**src/rtl/draw_pkg.sv**
```systemverilog
// Shared types and helpers for the draw subsystem's paired-address path.
package draw_pkg;

   localparam int DRAW_IDX_W = 13;
   localparam int DRAW_LEN_W = 8;

   typedef enum logic [1:0] {IDLE, RUN, DONE} state_t;

   // Pair address: index shifted up one bit with the even/odd selector in the LSB.
   // Callers truncate the result to IDX_W+1 bits.
   function automatic logic [31:0] pair_addr(input logic [30:0] idx, input logic odd);
      return {idx, odd};
   endfunction

endpackage

```
**src/rtl/draw_pair_sched_if.sv**
```systemverilog
// Requester, arbitration and pair-stream signals between the scheduler and its clients.
interface draw_pair_sched_if #(
   parameter int IDX_W = 13,
   parameter int LEN_W = 8
);
   logic [1:0]       req;
   logic [IDX_W-1:0] base0;
   logic [IDX_W-1:0] base1;
   logic [LEN_W-1:0] len0;
   logic [LEN_W-1:0] len1;
   logic [1:0]       gnt;
   logic             abort;
   logic [IDX_W:0]   Q_a;
   logic [IDX_W:0]   Q_b;
   logic             out_valid;
   logic             out_ready;
   logic             owner;
   logic             busy;
   logic [1:0]       done;

   modport master (
      output req, base0, base1, len0, len1, abort, out_ready,
      input  gnt, Q_a, Q_b, out_valid, owner, busy, done
   );

   modport slave (
      input  req, base0, base1, len0, len1, abort, out_ready,
      output gnt, Q_a, Q_b, out_valid, owner, busy, done
   );
endinterface

```
**src/rtl/draw_pair_counter.sv**
```systemverilog
// Loadable pair-index counter; presents the current index as an even/odd address pair.
module draw_pair_counter
   import draw_pkg::*;
#(
   parameter int IDX_W = DRAW_IDX_W
) (
   input  logic             clk,
   input  logic             reset,
   input  logic             load,
   input  logic [IDX_W-1:0] load_val,
   input  logic             en,
   output logic [IDX_W:0]   Q_a,
   output logic [IDX_W:0]   Q_b
);

   logic [IDX_W-1:0] idx;

   // Wrap past the top index is intentional and silent.
   always_ff @(posedge clk or posedge reset) begin
      if (reset)     idx <= '0;
      else if (load) idx <= load_val;
      else if (en)   idx <= idx + 1'b1;
   end

   assign Q_a = (IDX_W+1)'(pair_addr(31'(idx), 1'b0));
   assign Q_b = (IDX_W+1)'(pair_addr(31'(idx), 1'b1));

endmodule

```
**src/rtl/draw_pair_sched.sv**
```systemverilog
// Round-robin scheduler sharing one pair-address generator between two sweep requesters.
module draw_pair_sched
   import draw_pkg::*;
#(
   parameter int IDX_W = DRAW_IDX_W,
   parameter int LEN_W = DRAW_LEN_W
) (
   input logic               clk,
   input logic               reset,
   draw_pair_sched_if.slave  bus
);

   state_t           state, nxt;
   logic             rr_ptr;
   logic             owner_q;
   logic [LEN_W:0]   remaining;
   logic [1:0]       gnt_q;
   logic             pick;
   logic             pick_id;
   logic             fire;
   logic [IDX_W-1:0] sel_base;
   logic [LEN_W-1:0] sel_len;

   assign fire     = (state == RUN) && bus.out_ready;
   assign sel_base = pick_id ? bus.base1 : bus.base0;
   assign sel_len  = pick_id ? bus.len1  : bus.len0;

   always_ff @(posedge clk or posedge reset) begin
      if (reset) state <= IDLE;
      else       state <= nxt;
   end

   always_comb begin
      nxt     = state;
      pick    = 1'b0;
      pick_id = rr_ptr;
      case (state)
         IDLE: if (|bus.req) begin
            pick    = 1'b1;
            pick_id = (bus.req == 2'b11) ? rr_ptr : bus.req[1];
            nxt     = RUN;
         end
         // Abort takes priority even over a final transfer in the same cycle.
         RUN: begin
            if (bus.abort)                       nxt = IDLE;
            else if (fire && remaining == 'd1)   nxt = DONE;
         end
         DONE:    nxt = IDLE;
         default: nxt = IDLE;
      endcase
   end

   always_ff @(posedge clk or posedge reset) begin
      if (reset) begin
         rr_ptr    <= 1'b0;
         owner_q   <= 1'b0;
         remaining <= '0;
         gnt_q     <= '0;
      end else begin
         gnt_q <= '0;
         if (pick) begin
            owner_q        <= pick_id;
            gnt_q[pick_id] <= 1'b1;
            // A zero length encodes the full 2^LEN_W sweep.
            remaining      <= (sel_len == '0) ? {1'b1, {LEN_W{1'b0}}} : {1'b0, sel_len};
         end else if (fire) begin
            remaining <= remaining - 1'b1;
         end
         if (state == DONE || (state == RUN && bus.abort))
            rr_ptr <= ~owner_q;
      end
   end

   draw_pair_counter #(.IDX_W(IDX_W)) u_cnt (
      .clk      (clk),
      .reset    (reset),
      .load     (pick),
      .load_val (sel_base),
      .en       (fire),
      .Q_a      (bus.Q_a),
      .Q_b      (bus.Q_b)
   );

   assign bus.gnt       = gnt_q;
   assign bus.out_valid = (state == RUN);
   assign bus.owner     = owner_q;
   assign bus.busy      = (state != IDLE);
   assign bus.done      = (state == DONE) ? (owner_q ? 2'b10 : 2'b01) : 2'b00;

endmodule
```
**src/flat_wrapper.sv**
```systemverilog
// flat-port wrapper written by rule: the top's interface ports become plain ports
module draw_pair_sched_flat import draw_pkg::*;
#(
   parameter int IDX_W = DRAW_IDX_W,
   parameter int LEN_W = DRAW_LEN_W
)
  (clk, reset, bus_req, bus_base0, bus_base1, bus_len0, bus_len1, bus_abort, bus_out_ready, bus_gnt, bus_Q_a, bus_Q_b, bus_out_valid, bus_owner, bus_busy, bus_done);
  draw_pair_sched_if #(.IDX_W(IDX_W), .LEN_W(LEN_W)) bus_i ();
  input logic clk;
  input logic reset;
  input wire logic [$bits(bus_i.req)-1:0] bus_req;
  input wire logic [$bits(bus_i.base0)-1:0] bus_base0;
  input wire logic [$bits(bus_i.base1)-1:0] bus_base1;
  input wire logic [$bits(bus_i.len0)-1:0] bus_len0;
  input wire logic [$bits(bus_i.len1)-1:0] bus_len1;
  input wire logic [$bits(bus_i.abort)-1:0] bus_abort;
  input wire logic [$bits(bus_i.out_ready)-1:0] bus_out_ready;
  output wire logic [$bits(bus_i.gnt)-1:0] bus_gnt;
  output wire logic [$bits(bus_i.Q_a)-1:0] bus_Q_a;
  output wire logic [$bits(bus_i.Q_b)-1:0] bus_Q_b;
  output wire logic [$bits(bus_i.out_valid)-1:0] bus_out_valid;
  output wire logic [$bits(bus_i.owner)-1:0] bus_owner;
  output wire logic [$bits(bus_i.busy)-1:0] bus_busy;
  output wire logic [$bits(bus_i.done)-1:0] bus_done;
  assign bus_i.req = bus_req;
  assign bus_i.base0 = bus_base0;
  assign bus_i.base1 = bus_base1;
  assign bus_i.len0 = bus_len0;
  assign bus_i.len1 = bus_len1;
  assign bus_i.abort = bus_abort;
  assign bus_i.out_ready = bus_out_ready;
  assign bus_gnt = bus_i.gnt;
  assign bus_Q_a = bus_i.Q_a;
  assign bus_Q_b = bus_i.Q_b;
  assign bus_out_valid = bus_i.out_valid;
  assign bus_owner = bus_i.owner;
  assign bus_busy = bus_i.busy;
  assign bus_done = bus_i.done;
  draw_pair_sched #(.IDX_W(IDX_W), .LEN_W(LEN_W)) u_core (.clk(clk), .reset(reset), .bus(bus_i));
endmodule
```
**config.mk**
```make
export PLATFORM = sky130hd
export DESIGN_NAME = draw_pair_sched_flat
export DESIGN_NICKNAME = d
export VERILOG_FILES = /design/src/rtl/draw_pkg.sv /design/src/rtl/draw_pair_sched_if.sv /design/src/rtl/draw_pair_counter.sv /design/src/rtl/draw_pair_sched.sv /design/src/flat_wrapper.sv
export SDC_FILE = /design/constraint.sdc
export NUM_CORES = 1
export LEC_CHECK = 0
export ABC_AREA = 1
export CORE_MARGIN = 2
export CORE_UTILIZATION = 45
export CTS_CLUSTER_SIZE = 30
export DETAILED_ROUTE_END_ITERATION = 6
export DONT_BUFFER_PORTS = 1
export GPL_TIMING_DRIVEN = 0
export SLEW_MARGIN = 20
export SYNTH_ARGS = -nofsm -noshare
export SYNTH_HDL_FRONTEND = slang
export SYNTH_SLANG_ARGS = --single-unit
```
**constraint.sdc**
```tcl
create_clock -name clk -period 1.6 [get_ports clk]
set_input_delay 0.48 -clock clk [delete_from_list [all_inputs] [get_ports clk]]
set_output_delay 0.48 -clock clk [all_outputs]
set_load 0.01 [all_outputs]
```
**Yosys cells after proc, flatten, opt, wreduce, memory -nomap -nowiden**

Cells that the tools add are included.

- Add/subtract/negate cells: 2
- Multipliers: 0
- Divide/modulo/power cells: 0
- $lt $le $gt $ge: 2
- Equal/unequal tests: 6
- Shift operators: 0
- Multiplexer cells: 21
- Bitwise logic cells: 1
- Reduce and logical (&&, ||, !) cells: 11

Operators by type and width:

| operator | number |
|---|---|
| two-way mux 13 bit | 3 |
| two-way mux 9 bit | 3 |
| adder 13 x 1 -> 13 bit (second input constant) | 1 |
| two-way mux 2 bit | 6 |
| == test 9 x 1 -> 1 bit (second input constant) | 1 |
| subtractor 9 x 1 -> 9 bit (second input constant) | 1 |
| logical NOT 8 bit | 1 |
| two-way mux 8 bit | 1 |
| two-way mux 1 bit | 6 |
| == test 2 bit (second input constant) | 2 |
| logical AND 1 bit | 4 |
| one-hot mux 2 bit (2 select lines) | 1 |
| nonzero test 2 bit | 2 |
| inequality test 3 x 2 -> 1 bit (second input constant) | 1 |
| == test 2 x 1 -> 1 bit (second input constant) | 1 |
| logical NOT 2 bit | 1 |
| < comparator 1 x 2 -> 1 bit (second input constant) | 1 |
| inequality test 2 x 1 -> 1 bit (second input constant) | 1 |
| AND reduction 2 bit | 1 |
| OR reduction 2 bit | 1 |
| demux 1 bit (select 1 bit) | 1 |
| >= comparator 1 bit (second input constant) | 1 |
| logical OR 1 bit | 1 |
| inverter 1 bit | 1 |

- Register bits: 28
- Latch bits: 0
- RAM bits: 0
- Bits in read-only memories: 0
- Memories: 0

**Depth between registers and ports, before layout**

- Depth after elaboration: 9
- Depth in mapped cells: 12

**Hierarchy**

From an unflattened synthesis, not the netlist that was laid out.

- Cells, all modules: 278
- Area, all modules: 2183.3 µm²

By module, submodules not included:

| module | instances | cells each | area an instance (µm²) | seq. area each (µm²) |
|---|---|---|---|---|
| draw_pair_sched | 1 | 149 | 1222.4 | 375.4 |
| draw_pair_counter | 1 | 129 | 960.9 | 325.3 |

**Worst setup path before layout**

Ideal clock, no wire load.

- Kind: register to register
- Start: reg u_core.u_cnt.idx[1]
- End: reg u_core.u_cnt.idx[12]
- Setup time: 116 ps
- Data arrival time: 1417 ps
- Required time: 1484 ps
- Slack: 66 ps
- Stages on the path, launching flop included: 13
- Buffers on the path: 0
- Cells stage by stage: dfrtp_1 ha_1 nand2_1 nor2_1 nand2_1 nor2_1 nand2_1 nor2_1 nand2_1 nand3_1 nand2_1 nand2_1 nand2_1

- Cells in the longest elaborated chain, start to end: 3

Ends and longest elaborated chain:

| what | RTL line | text |
|---|---|---|
| from (decl) | draw_pair_counter.sv:16 | `logic [IDX_W-1:0] idx;` |
| from (signal assigned) | draw_pair_counter.sv:21 | `else if (load) idx <= load_val;` |
| from (signal assigned) | draw_pair_counter.sv:22 | `else if (en) idx <= idx + 1'b1;` |
| adder 13 x 1 -> 13 bit | draw_pair_counter.sv:22 |  |
| two-way mux 13 bit | draw_pair_counter.sv:22 |  |
| two-way mux 13 bit | draw_pair_counter.sv:21 |  |

No other way between the ends. The select of a mux whose other input is x is not followed.
A chain may end at the register's enable or synchronous reset.

**Final worst setup path**

- Start: reg u_core.state[1]
- End: reg u_core.remaining[8]

- Cells in the longest elaborated chain, start to end: 6
- Elaborated cells on any way between the ends: 10
- Classes of those cells: eq/ne (1); mux (5); reduce/logical (4)

Ends and longest elaborated chain:

| what | RTL line | text |
|---|---|---|
| from (decl) | draw_pair_sched.sv:13 | `state_t state, nxt;` |
| from (signal assigned) | draw_pair_sched.sv:30 | `else state <= nxt;` |
| logical NOT 2 bit | draw_pair_sched.sv:37 | `case (state)` |
| two-way mux 1 bit | draw_pair_sched.sv:37 |  |
| two-way mux 8 bit | draw_pair_sched.sv:26 | `assign sel_len = pick_id ? bus.len1 : bus.len0;` |
| logical NOT 8 bit | draw_pair_sched.sv:65 | `remaining <= (sel_len == '0) ? {1'b1, {LEN_W{1'b0}}} : {1'b0, sel_len};` |
| two-way mux 9 bit | draw_pair_sched.sv:65 |  |
| two-way mux 9 bit | draw_pair_sched.sv:61 | `if (pick) begin` |
| to (signal assigned) | draw_pair_sched.sv:65 |  |
| to (signal assigned) | draw_pair_sched.sv:67 | `remaining <= remaining - 1'b1;` |
| to (decl) | draw_pair_sched.sv:16 | `logic [LEN_W:0] remaining;` |

Parallel ways exist; a longest one is shown, timed or not.

==> summary.md <==
| Metric | Value |
|---|---|
| Status | `finished, violations left` |
| Failing checks | `setup timing` |
| Gr usage total | `21.6%` |
| Initial antenna violation count | `0` |
| Core ar. | `4380 um2` |
| Setup Viol. Count Final | `3` |
| Reg2reg path depth | `10` |
| Placed cells | `341` |
| Final core area utilization | `56.0%` |
| Post-synthesis cell count | `289` |
| Die footprint | `5120 um2` |
| CTS buffer count | `3` |
| GRT overflow | `0` |
| IO Pins | `83` |
| Final WL | `5.45 mm` |
| Die height | `71.5 um` |
| Hpwl dp | `3.91 mm` |
| Maximum VDD drop | `1.11 mV` |
| Syn-to-layout area delta | `19.6%` |
| GR Util met3 | `5.49%` |
| Syn Area/Cell | `7.10 um2` |
| Tcrit/Tclk final | `104%` |
| Synth area leaders | `dfrtp_1 34%, nand2_1 12%, inv_1 6.6%` |
| Met1 GRT Util | `30.7%` |
| R2R Path End | `u_core.remaining[8]` |
| Final Slew Violations | `0` |
| Net Count, Synth | `340` |
| Pleak | `0.00115 uW` |
| Slew HR | `60.8%` |
| Root buffer cell | `clkbuf_8` |
| Worst r2r src | `u_core.state[1]` |
| Max FO, Critical Path | `5` |
| Final #Nets | `359` |
| Vias per Instance | `5.44` |
| Routed length per instance | `15.2 um` |
| Register area share after synthesis | `34.1%` |
| Routed Antenna Nets | `0` |
| Nature of the critical path endpoint | `flip-flop` |
| Fin worst setup slack | `-0.0648 ns` |
| CP Class | `flip-flop to flip-flop` |
| Busiest layer in global routing | `met2` |
| R2R setup slack | `-0.06 ns` |
| RSZ-0062 raised after global routing | `true` |
| Clock Sinks | `28` |
| CTS max path bufs | `2` |
| Yosys warns | `0` |
| Placer Congestion | `0.891` |
| GR Util met2 | `34.2%` |
| Critical Path Source Type | `flip-flop` |
| WP data arrival | `1.88 ns` |
| DRT iter0 DRCs | `104` |
| Worst min-delay path class | `primary input to asynchronous set/reset pin` |
| Crit path capture | `u_core.remaining[8]` |
| Max-Cap Viols | `0` |
| Vias in the first global route | `1804` |
| Synth area leader | `dfrtp_1` |
| Hold Worst Slack | `0.140 ns` |
| Ant diodes | `0` |
| Power Density | `2070 nW/um2` |
| Register bit total from synthesis | `28` |
| Period minus WS final | `1.66 ns` |
| Die W | `71.5 um` |
| Worst Tran Pin Value | `0.587 ns` |
| Layout cell share with drive strength beyond 1 | `27.1%` |
| CTS clk-pin slew, worst paths | `0.09 ns` |
| Max Clock Freq | `0.601 GHz` |
| Initial Util | `46.8%` |
| Via count | `1947` |
| Row cnt | `24` |
| Cts hold-fix bufs | `0` |
| Launch point of the worst path | `u_core.state[1]` |
| Cell Area, Synth | `2050 um2` |
| Fin. Hold Viols | `0` |
| CTS tree | `done` |
| Post-synth top area share | `34.1%` |
| Pin count of the biggest net entering global routing | `29` |
| Global-route wire length before repair | `8.70 mm` |
| Htree depth | `1` |
| Data required, critical path | `1.81 ns` |
| Post-route insts no fill | `358` |
| Synth cell types | `35` |
| Clk_lat worst skew | `0.27 ns` |
| Port bufs | `0` |
| Residual DRC | `0` |
| DRT Pass-1 Iters | `4` |
| Skew final | `0.00183 ns` |
## what timing repair did
action,CTS,global route
setup endpoints to repair,22,22
setup buffers,9,3
resized for setup,30,21
cloned,1,1
pin swaps,6,9
## final cells by class
type	instances	area [um2]
Fill cell	425	1930
Multi-Input combinational cell	200	1170
Sequential cell	28	708
Buffer	22	183
Inverter	39	158
Timing Repair Buffer	14	126
Tap cell	52	65.1
Clock buffer	3	41.3
## logic make-up after synthesis
group                    Yosys count  synth area share [%]
buffers and inverters             61                  15.2
AO/OA/AOI/OAI                     54                  17.0
adder cells (fa/ha/maj)            3                  1.83
XOR/XNOR                           6                  2.56
other                              2                 0.366
AND/OR/NAND/NOR                  135                  29.0
flip-flops                        28                  34.1
## power breakdown
group	total, uW	switching, uW	internal, uW
Combinational	3110	1760	1350
Clock	389	220	169
Sequential	1580	514	1060
Total	5070	2500	2580
## critical path, stage by stage (launching register included)
cell	delay [ns]
dfrtp_1	0.43
nor2_4	0.20
nand2_2	0.09
nand2_4	0.10
nand2_4	0.08
clkbuf_16	0.16
o21ai_4	0.13
nand2_1	0.06
nor2_1	0.13
nand2_1	0.09
a21oi_2	0.11
## sequential cells by signal, indices dropped and copies added, names as in the netlist
name and flops:
u_core.u_cnt.idx 13, u_core.remaining 9, u_core.bus.gnt 2, u_core.state 2, u_core.bus.owner 1, u_core.rr_ptr 1
## Yosys cell counts
library cell   n
xor2_1         5
dfrtp_1       28
a22oi_1        7
o21ai_1        5
a21oi_2        1
xnor2_1        1
buf_2          3
nor3_1         4
o211ai_1       3
o311ai_0       1
nand3_2        1
a21boi_0       1
nand2_2        4
ha_1           3
a41oi_2        1
o221ai_1       3
nand3_1       18
a21oi_1        7
o21bai_1       2
nand4_1        3
or2_2          1
a31oi_1        5
o21ai_2        1
o31ai_1        2
buf_4         17
o21ai_0       15
inv_2          3
conb_1         2
nor2_4         2
inv_1         36
nand2_1       68
nand2_4        1
nand3b_1       3
nor2_1        30
buf_6          2
## per-stage QoR
stage	total power, uW	setup WS, ns	TNS [ns]	instance area, um2
after floorplan	3490	0.0664	0	2050
after global placement	4030	-0.163	-2.40	2120
after detailed placement	4060	-0.180	-2.56	2120
after CTS	4790	-0.0467	-0.138	2330
after global routing	5550	-0.117	-1.30	2450
final	5070	-0.0648	-0.102	2450
## placed cells by master (no fill, tap or decap), drive strengths merged
cell type,count
a21boi,1
a21oi,8
a22oi,7
a31oi,5
a41oi,1
buf,34
clkbuf,5
clkinvlp,1
conb,2
dfrtp,28
ha,3
inv,38
nand2,73
nand3,19
nand3b,3
nand4,3
nor2,32
nor3,4
o211ai,3
o21ai,21
o21bai,2
o221ai,3
o311ai,1
o31ai,2
or2,1
xnor2,1
xor2,5
## per-layer routing
layer,wire [um],vias up
met3,416,6
met5,0,-
met2,2500,71
met1,2500,905
li1,-,965
met4,29,0
## worst min-delay path by stage
stage	startpoint	slack (ns)	endpoint
final	reset	0.14	u_core.remaining[7]
after global routing	reset	0.19	u_core.remaining[5]
after CTS	bus_base0[4]	0.34	u_core.u_cnt.idx[4]
after detailed placement	u_core.remaining[1]	0.55	u_core.remaining[1]
after global placement	u_core.remaining[1]	0.54	u_core.remaining[1]
after floorplan	u_core.remaining[1]	0.50	u_core.remaining[1]
Power figures use the tool's default switching activity.
